<file path="src/rtl/cpu_trace_pkg.sv">
// Shared types and layout helpers for the CPU instruction-trace buffer.
package cpu_trace_pkg;

  // Capture state machine states.
  typedef enum logic [1:0] {
    ST_IDLE  = 2'd0,
    ST_ARMED = 2'd1,
    ST_POST  = 2'd2,
    ST_DONE  = 2'd3
  } trace_state_e;

  // Trigger source select values for trig_mode.
  localparam logic TRIG_PC = 1'b0;
  localparam logic TRIG_OP = 1'b1;

  // Offset of the result field inside a packed entry (least significant).
  localparam int OFF_RESULT = 0;

  // Packed entry width: {pc, op, rd, result}.
  function automatic int entry_w(input int addr_w, input int op_w, input int data_w);
    return addr_w + (2 * op_w) + data_w;
  endfunction

  // Offset of the destination-register field.
  function automatic int off_rd(input int data_w);
    return data_w;
  endfunction

  // Offset of the opcode field.
  function automatic int off_op(input int op_w, input int data_w);
    return data_w + op_w;
  endfunction

  // Offset of the PC field (most significant).
  function automatic int off_pc(input int op_w, input int data_w);
    return data_w + (2 * op_w);
  endfunction

endpackage

</file>
<file path="src/rtl/trace_mem.sv">
// Trace storage: DEPTH x W register array with one synchronous write port
// and one asynchronous read port. Contents are deliberately not reset.
module trace_mem #(
  parameter int DEPTH = 8,
  parameter int W     = 40
) (
  input  logic                     clk_i,
  input  logic                     we_i,
  input  logic [$clog2(DEPTH)-1:0] waddr_i,
  input  logic [W-1:0]             wdata_i,
  input  logic [$clog2(DEPTH)-1:0] raddr_i,
  output logic [W-1:0]             rdata_o
);

  logic [W-1:0] mem_q [DEPTH];

  // Store one entry on each enabled rising edge.
  always_ff @(posedge clk_i) begin
    if (we_i) begin
      mem_q[waddr_i] <= wdata_i;
    end
  end

  assign rdata_o = mem_q[raddr_i];

endmodule

</file>
<file path="src/rtl/cpu_trace_buffer.sv">
// Instruction-trace capture: circular pre-trigger history, PC/opcode trigger,
// programmable post-trigger window, then frozen oldest-first readout.
module cpu_trace_buffer
  import cpu_trace_pkg::*;
#(
  parameter int DATA_W    = 16,
  parameter int ADDR_W    = 16,
  parameter int OP_W      = 4,
  parameter int DEPTH     = 8,
  parameter int POST_TRIG = 2
) (
  input  logic                     CLK,
  input  logic                     RESET,
  input  logic                     arm,
  input  logic                     abort,
  input  logic                     trig_mode,
  input  logic [ADDR_W-1:0]        trig_pc,
  input  logic [OP_W-1:0]          trig_op,
  input  logic                     force_trig,
  input  logic                     valid,
  input  logic [ADDR_W-1:0]        pc_in,
  input  logic [OP_W-1:0]          op_in,
  input  logic [OP_W-1:0]          rd_in,
  input  logic [DATA_W-1:0]        result_in,
  output logic                     out_valid,
  input  logic                     out_ready,
  output logic [ADDR_W-1:0]        out_pc,
  output logic [OP_W-1:0]          out_op,
  output logic [OP_W-1:0]          out_rd,
  output logic [DATA_W-1:0]        out_result,
  output logic [$clog2(DEPTH):0]   count,
  output logic                     armed,
  output logic                     triggered,
  output logic                     overflow
);

  localparam int PTR_W   = $clog2(DEPTH);
  localparam int CNT_W   = PTR_W + 1;
  localparam int ENTRY_W = entry_w(ADDR_W, OP_W, DATA_W);
  localparam int OFF_RD  = off_rd(DATA_W);
  localparam int OFF_OP  = off_op(OP_W, DATA_W);
  localparam int OFF_PC  = off_pc(OP_W, DATA_W);

  localparam logic [CNT_W-1:0] FULL_CNT = CNT_W'(DEPTH);
  localparam logic [CNT_W-1:0] ONE_CNT  = CNT_W'(1);
  localparam logic [PTR_W-1:0] ONE_PTR  = PTR_W'(1);
  localparam logic [PTR_W-1:0] POST_INI = PTR_W'(POST_TRIG);

  trace_state_e       state_q, state_d;
  logic [PTR_W-1:0]   wr_ptr_q, wr_ptr_d;
  logic [CNT_W-1:0]   count_q, count_d;
  logic [PTR_W-1:0]   post_cnt_q, post_cnt_d;
  logic               overflow_q, overflow_d;

  logic               we_s;
  logic               full_s;
  logic               trig_hit_s;
  logic [PTR_W-1:0]   rd_ptr_s;
  logic [ENTRY_W-1:0] wdata_s;
  logic [ENTRY_W-1:0] rdata_s;

  assign full_s     = (count_q == FULL_CNT);
  assign trig_hit_s = valid && (force_trig ||
                      ((trig_mode == TRIG_OP) ? (op_in == trig_op) : (pc_in == trig_pc)));
  // Oldest entry sits count positions behind the write pointer; a full
  // buffer (count == DEPTH) therefore reads back at wr_ptr itself.
  assign rd_ptr_s   = wr_ptr_q - count_q[PTR_W-1:0];
  assign wdata_s    = {pc_in, op_in, rd_in, result_in};

  trace_mem #(
    .DEPTH (DEPTH),
    .W     (ENTRY_W)
  ) u_mem (
    .clk_i   (CLK),
    .we_i    (we_s),
    .waddr_i (wr_ptr_q),
    .wdata_i (wdata_s),
    .raddr_i (rd_ptr_s),
    .rdata_o (rdata_s)
  );

  // State, pointers, occupancy and sticky overflow registers.
  always_ff @(posedge CLK or posedge RESET) begin
    if (RESET) begin
      state_q    <= ST_IDLE;
      wr_ptr_q   <= '0;
      count_q    <= '0;
      post_cnt_q <= '0;
      overflow_q <= 1'b0;
    end else begin
      state_q    <= state_d;
      wr_ptr_q   <= wr_ptr_d;
      count_q    <= count_d;
      post_cnt_q <= post_cnt_d;
      overflow_q <= overflow_d;
    end
  end

  // Next-state logic: abort overrides everything, then per-state handling.
  always_comb begin
    state_d    = state_q;
    wr_ptr_d   = wr_ptr_q;
    count_d    = count_q;
    post_cnt_d = post_cnt_q;
    overflow_d = overflow_q;
    we_s       = 1'b0;

    if (abort) begin
      state_d = ST_IDLE;
      count_d = '0;
    end else begin
      case (state_q)
        ST_IDLE: begin
          if (arm) begin
            wr_ptr_d   = '0;
            count_d    = '0;
            overflow_d = 1'b0;
            state_d    = ST_ARMED;
          end else begin
            state_d = ST_IDLE;
          end
        end

        ST_ARMED: begin
          if (valid) begin
            we_s     = 1'b1;
            wr_ptr_d = wr_ptr_q + ONE_PTR;
            if (full_s) begin
              overflow_d = 1'b1;
            end else begin
              count_d = count_q + ONE_CNT;
            end
            if (trig_hit_s) begin
              if (POST_TRIG == 0) begin
                state_d = ST_DONE;
              end else begin
                post_cnt_d = POST_INI;
                state_d    = ST_POST;
              end
            end else begin
              state_d = ST_ARMED;
            end
          end else begin
            state_d = ST_ARMED;
          end
        end

        ST_POST: begin
          // Post-trigger writes can only evict pre-trigger history, since the
          // trigger entry plus the window never exceeds DEPTH entries.
          if (valid) begin
            we_s       = 1'b1;
            wr_ptr_d   = wr_ptr_q + ONE_PTR;
            post_cnt_d = post_cnt_q - ONE_PTR;
            if (full_s) begin
              overflow_d = 1'b1;
            end else begin
              count_d = count_q + ONE_CNT;
            end
            if (post_cnt_q == ONE_PTR) begin
              state_d = ST_DONE;
            end else begin
              state_d = ST_POST;
            end
          end else begin
            state_d = ST_POST;
          end
        end

        ST_DONE: begin
          if (count_q == '0) begin
            state_d = ST_IDLE;
          end else if (out_ready) begin
            count_d = count_q - ONE_CNT;
            if (count_q == ONE_CNT) begin
              state_d = ST_IDLE;
            end else begin
              state_d = ST_DONE;
            end
          end else begin
            state_d = ST_DONE;
          end
        end

        default: begin
          state_d = ST_IDLE;
          count_d = '0;
        end
      endcase
    end
  end

  assign count     = count_q;
  assign overflow  = overflow_q;
  assign armed     = (state_q == ST_ARMED);
  assign triggered = (state_q == ST_POST) || (state_q == ST_DONE);
  assign out_valid = (state_q == ST_DONE) && (count_q != '0);

  // Readout fields are held at zero whenever no entry is being offered, so the
  // uninitialised storage never leaks onto the port.
  assign out_pc     = out_valid ? rdata_s[OFF_PC +: ADDR_W]     : '0;
  assign out_op     = out_valid ? rdata_s[OFF_OP +: OP_W]       : '0;
  assign out_rd     = out_valid ? rdata_s[OFF_RD +: OP_W]       : '0;
  assign out_result = out_valid ? rdata_s[OFF_RESULT +: DATA_W] : '0;

endmodule

</file>
<file path="config.mk">
export PLATFORM = sky130hd
export DESIGN_NAME = cpu_trace_buffer
export DESIGN_NICKNAME = d
export VERILOG_FILES = /design/src/rtl/cpu_trace_pkg.sv /design/src/rtl/trace_mem.sv /design/src/rtl/cpu_trace_buffer.sv
export SDC_FILE = /design/constraint.sdc
export NUM_CORES = 1
export LEC_CHECK = 0
export CAP_MARGIN = 20
export CORE_ASPECT_RATIO = 1.5
export CORE_MARGIN = 4
export CORE_UTILIZATION = 60
export DETAILED_ROUTE_END_ITERATION = 16
export HOLD_SLACK_MARGIN = 0.06
export PLACE_DENSITY_LB_ADDON = 0.15
export SLEW_MARGIN = 20
export SYNTH_ARGS = -nofsm -noshare
export SYNTH_HDL_FRONTEND = slang
export SYNTH_SLANG_ARGS = --single-unit
</file>
<file path="constraint.sdc">
create_clock -name CLK -period 8.2 [get_ports CLK]
set_clock_uncertainty 0.1 [all_clocks]
set_input_delay 0.82 -clock CLK [delete_from_list [all_inputs] [get_ports CLK]]
set_output_delay 0.82 -clock CLK [all_outputs]
set_load 0.01 [all_outputs]
</file>
-- After elaboration in Yosys (flattened, before gate mapping)
Memory sizes are Yosys's and may differ from the RTL's.
Index checks and enable logic that the tools add are counted.
- input bits: 68
- logic and storage cells: 83
- flip-flop bits (word level): 13
- memories: 1
- bits in writable memories: 320
- memories (name ; words ; bits a word ; rd ports ; clocked after Yosys merged registers in ; write ports ; RTL line ; text):
    u_mem.mem_q ; 8 ; 40 ; 1 ; 0 ; 1 ; trace_mem.sv:15 ; logic [W-1:0] mem_q [DEPTH];
- reductions and logical operators: 14
- mux-type cells: 38
- eq/ne operators: 19
- $add $sub $neg: 5
- bitwise gates (word level): 1
- operators with widths (cell ; number):
    $mux W16 ; 2
    $mux W4 ; 8
    $eq A16 B16 Y1 ; 1
    $mux W3 ; 5
    $reduce_and A5 Y1 ; 3
    $mux W2 ; 7
    $ne A3 B3 Y1 const B ; 4
    $pmux W3 S2 ; 2
    $pmux W4 S3 ; 1
    $mux W1 ; 11
    $pmux W2 S4 ; 1
    $ne A2 B1 Y1 const B ; 3
    $ne A2 B2 Y1 const B ; 3
    $add A4 B1 Y4 const B ; 1
    $eq A2 B2 Y1 const B ; 2
    $eq A4 B1 Y1 const B ; 1
    $eq A4 B4 Y1 ; 1
    $eq A4 B4 Y1 const B ; 1
    $logic_not A4 Y1 ; 1
    $reduce_and A4 Y1 ; 1
    $reduce_bool A2 Y1 ; 2
    $reduce_bool A4 Y1 ; 1
    $sub A4 B1 Y4 const B ; 1
    $add A3 B1 Y3 const B ; 1
    11 further kinds ; 13

-- Depth between registers and ports, before layout
- depth after elaboration: 8
- depth in mapped cells: 9
- gate-level depth less buffers: 8

-- Hierarchy
From an unflattened synthesis, not the netlist that was laid out.
- cells, all modules: 663
- area, all modules: 13922.1 µm²
- modules (own cells, without submodules) (module ; cells each ; instances ; area an instance (µm²)):
    trace_mem ; 475 ; 1 ; 12370.6
    cpu_trace_buffer ; 188 ; 1 ; 1551.5

-- Worst setup path after synthesis
OpenSTA, ideal clock, no wires.
- path type: reg2reg
- from: register state_q[0]
- to: memory u_mem.mem_q[1][0] (enable)
- cell stages (with the launch flop): 6
- data arrival time: 4.021 ns
- path buffers: 1
- clock period less this slack: 4.608 ns
- slack: 3.592 ns
- required time: 7.613 ns
- setup time: 0.487 ns
- cells stage by stage: dfrtp_1 > inv_1 > ha_1 > clkbuf_1 > nand3_1 > nor3_1
- longest elaborated chain between the ends: 6
- elaborated cells between the ends (all ways): 7
- ends and longest elaborated chain (what ; RTL line ; text):
    from (decl) ; cpu_trace_buffer.sv:49 ; trace_state_e state_q, state_d;
    from (signal assigned) ; cpu_trace_buffer.sv:91 ; state_q <= state_d;
    $eq A2 B1 Y1 or $eq A2 B2 Y1 (tied branches) ; cpu_trace_buffer.sv:112 ; case (state_q)
    $reduce_or A2 Y1 (no line) * ; n/a ;
    $mux W1 * ; n/a ;
    $mux W1 * ; cpu_trace_buffer.sv:108 ; if (abort) begin
    $mux W1 * ; trace_mem.sv:19 ; if (we_i) begin
    $mux W1 (implied by the code) * ; trace_mem.sv:20 ; mem_q[waddr_i] <= wdata_i;
    to (decl) ; trace_mem.sv:15 ;
Every way passes the cells marked *; elsewhere a longest branch is shown, timed or not.

-- Worst setup path in the final report
- from: register count_q[0] (netlist: count[0])
- to: output port out_rd[3]
- longest elaborated chain between the ends: 3
- elaborated cells between the ends (all ways): 5
- ends and longest elaborated chain (what ; RTL line ; text):
    from (decl) ; cpu_trace_buffer.sv:51 ; logic [CNT_W-1:0] count_q, count_d;
    from (signal assigned) ; cpu_trace_buffer.sv:93 ; count_q <= count_d;
    $sub A3 B3 Y3 or $reduce_bool A4 Y1 (tied branches) ; cpu_trace_buffer.sv:67, cpu_trace_buffer.sv:197 ;
    $mem_v2 Z8 W40 or $logic_and A1 B1 Y1 (tied branches) ; n/a ;
    $mux W4 * ; cpu_trace_buffer.sv:203 ; assign out_rd = out_valid ? rdata_s[OFF_RD +: OP_W] : '0;
    to (decl) ; cpu_trace_buffer.sv:29 ; output logic [OP_W-1:0] out_rd,
Marked as above.

==> summary by stage <==
Timing
The max-slew violation total from the final report is 0. Measured against its own limit, the worst slew margin works out to 0.458. The achievable frequency is 189 MHz. Adding up every negative setup slack in the final design gives 0 ns. The transition time of the tightest slew-check pin is 0.813 ns. The number of hold violations in the final report is 0. Of the available clock period, the critical path in the final layout requires 0.645. Setup repair after global routing left no endpoint under its margin.

The minimum clock period is 5.29 ns. The number of failing setup endpoints in the final timing report is 0.

Global route
The initial antenna violation count was 1. The total global routing overflow is 0. For this run, the total global-route usage over all layers was measured as 0.229.

The wire length of the first global-routing pass is 42100 µm. The number of global-route vias before repair was 7327. Entering global routing, the biggest net connects 43 pins.

Place
The quantity of I/O buffers inserted on ports is 115. The cell total after placement is 1075. The placer congestion estimate is 0.793. The wire-length estimate of the detail-placed layout is 15800 µm.

Synthesis
The synthesized netlist cell count is 710. The number of warnings reported in the yosys synthesis log is 0. The proportion of synthesized flip-flops having asynchronous set or reset is 0.0390. Counting every net in the synthesized netlist gives 792.

The count of flip-flops with a built-in enable after synthesis is 320. Averaged over all synthesized cells, the footprint is 18.8 µm². The synthesized cell area is 13400 µm².

In this run, distinct cell masters in the synthesized netlist total 43. The post-synthesis sequential element count is 333. The sequential-to-total area share from yosys stat is 0.742. The most frequently used flop master after synthesis is edfxtp_1.

Route
The total wire length is 27600 µm. The routed layout has 6918 vias. The first detailed-routing pass ran for 5 iterations. The routed length per instance is 24.5 µm. In this run, the number of DRC markers left after iteration 0 of detailed routing was 560.

After detailed routing, the number of remaining DRC violations is 0. Using the TritonRoute via totals, the vias-per-cell ratio works out to 6.14. In this run the remaining antenna-violating nets after routing total 0.

Clocking
After clock tree synthesis, the clock-pin slew on the worst setup and hold paths is 0.07 ns. The post-cts hold buffer count is 0. CTS placed an instance of clkbuf_16 at the clock tree root. Post-CTS repair changed the size of 0 cells. The clock reaches the later pin of the worst-skew pair after 0.54 ns. The H-tree depth is 1. The number of buffers created by CTS is 28. The clock sink count is 333.

Once the clock tree was built, the setup fixing pass inserted 0 buffers. The maximum clock path buffer count is 3. The clock tree from TritonCTS is done.

Power
The internal power is 3.11 mW. Summed over all cells, the static leakage comes to 5.19 nW. Of the total power, the share spent switching nets is 0.237. After layout, the design draws a total of 4.08 mW. Of the total power, the clock network draws 0.334. The power density normalized to cell area is 257 nW/µm². The register share of total power is 0.470. Across the VDD grid, the largest voltage drop is 0.000229 V. Of the total power, combinational logic draws 0.197. The switching power total is 0.969 mW.

Setup path
At the worst endpoint, the required time is 7.28 ns. STA classifies the critical path endpoint as an output port. The critical path in this run is classified as flop to output port. Along the worst path, the maximum fanout reaches 41.

Data on the critical path arrives at its endpoint at 4.37 ns. The worst-case register-to-register setup slack is 4.91 ns. The startpoint class of the critical path is a flop.

Job
The number of maximum-capacitance violations is 0.

Finish
The fill cell total of the finished layout is 1318. The leading cell type in the layout, fill and taps excluded is edfxtp_1. The number of standard cells in the layout, taps in and fillers out is 1126. The top cell types in the final layout, fill and taps aside, are 320 x edfxtp_1, 115 x clkdlybuf4s50_1, 97 x nand2_1, 80 x mux4_2, 41 x a21oi_1. Summing all multi-input logic gate instances after layout gives 3360 µm². The share of cells above drive strength 1 is 0.184. Across the whole layout, storage elements account for 9930 µm². The utilization after layout is 0.728. The final layout contains 915 nets. From synthesis to final layout, the design area changed by 18.7%.

Floorplanning
The initial core utilization is 0.614. Measured along the x axis, the die boundary spans 130 µm. The area of the placeable core is 21800 µm². The area of the die is 24800 µm².

The I/O pin count is 116. The number of rows in the core area is 66. The die extent in y is 191 µm.

Hold path
The min-delay analysis places its worst path in the category flop to flop.

Status
The run finished with clean final reports.
final timing paths:
| kind | cells after the start | endpoint | from |
|---|---|---|---|
| min in group asynchronous | 2 | state_q[1] | RESET |
| worst max-delay path | 8 | out_rd[3] | count[0] |
| worst min-delay path | 1 | overflow | overflow |
| worst min register to register | 1 | overflow | overflow |
| worst max register to register | 5 | u_mem.mem_q[1][39] | state_q[0] |
| max in group asynchronous | 2 | count[3] | RESET |
worst max-delay path, cell delays in order (launching register included):
cell and delay [ns]:
dfrtp_1 0.56, ha_4 0.18, inv_1 0.04, fa_4 1.18
buf_4 0.59, mux4_2 0.32, nand2_1 0.05, a21oi_1 0.23
clkdlybuf4s50_1 0.60
per-stage QoR:
step	worst slack, ns	hold slack (ns)	area [µm²]
global route	2.67	0.430	15900
finish	2.91	0.402	15900
global placement	3.47	0.386	14900
detailed placement	3.47	0.391	14900
floorplan	3.59	0.412	13400
CTS	2.90	0.407	15900
kinds of logic (layout without fill, tap and decap cells):
| logic type | count (synthesis) | after routing | synth area share |
|---|---|---|---|
| muxes | 81 | 81 | 0.135 |
| buffers and inverters | 47 | 190 | 0.0143 |
| adders and majority gates | 14 | 14 | 0.0137 |
| AOI/OAI and AO/OA | 71 | 71 | 0.0322 |
| DFF | 333 | 333 | 0.742 |
| and+or+nand+nor | 141 | 141 | 0.0464 |
| other | 0 | 1 | 0 |
| xor gates and xnor gates | 23 | 23 | 0.0156 |
power by group through the flow:
stage | registers (mW) | logic [mW] | clock network (mW)
floorplan | 1.95 | 0.627 | 0
global placement | 1.95 | 0.799 | 0
detailed placement | 1.95 | 0.815 | 0
CTS | 1.92 | 0.818 | 1.38
global route | 1.92 | 0.879 | 1.46
finish | 1.92 | 0.803 | 1.36
layer usage:
| metal | vias up | wire length [µm] | part of all wire | track usage |
|---|---|---|---|---|
| li1 | 3061 | - | - | - |
| met1 | 3555 | 10200 | 0.37 | 0.299 |
| met2 | 259 | 15100 | 0.55 | 0.407 |
| met3 | 43 | 1680 | 0.061 | 0.0294 |
| met4 | 0 | 594 | 0.022 | 0.0652 |
| met5 | - | 0 | 0 | 0 |
layout make-up:
| cell class | count | share of cell area |
|---|---|---|
| Antenna cell | 1 | 0.000158 |
| Clock buffer | 35 | 0.0471 |
| Clock inverter | 15 | 0.0124 |
| Inverter | 12 | 0.00284 |
| Multi-Input combinational cell | 330 | 0.212 |
| Sequential cell | 333 | 0.626 |
| Tap cell | 272 | 0.0214 |
| Timing Repair Buffer | 128 | 0.0786 |
Yosys cell counts, types with 2 or more instances:
master | number | area, µm²
a21oi_1 | 41 | 205
a221oi_1 | 2 | 17.5
a22o_1 | 3 | 26.3
a31o_2 | 2 | 17.5
a31oi_1 | 3 | 18.8
a32oi_1 | 2 | 17.5
buf_2 | 9 | 45.0
clkbuf_1 | 25 | 93.8
dfrtp_1 | 13 | 325
edfxtp_1 | 320 | 9610
ha_1 | 13 | 163
inv_1 | 12 | 45.0
mux4_2 | 80 | 1800
nand2_1 | 98 | 368
nand2b_1 | 4 | 25.0
nand3_1 | 6 | 30.0
nor2_1 | 14 | 52.6
nor2b_1 | 2 | 12.5
nor3_1 | 5 | 25.0
nor4_2 | 3 | 37.5
o21ai_0 | 11 | 55.1
xnor2_1 | 3 | 26.3
xor2_1 | 19 | 166
state kept, by name (all words and copies together) (netlist names):
| signal | count |
|---|---|
| overflow | 1 |
| u_mem.mem_q | 320 |
| count | 4 |
| wr_ptr_q | 3 |
| state_q | 2 |
| post_cnt_q | 3 |
Power figures use the tool's default switching activity.
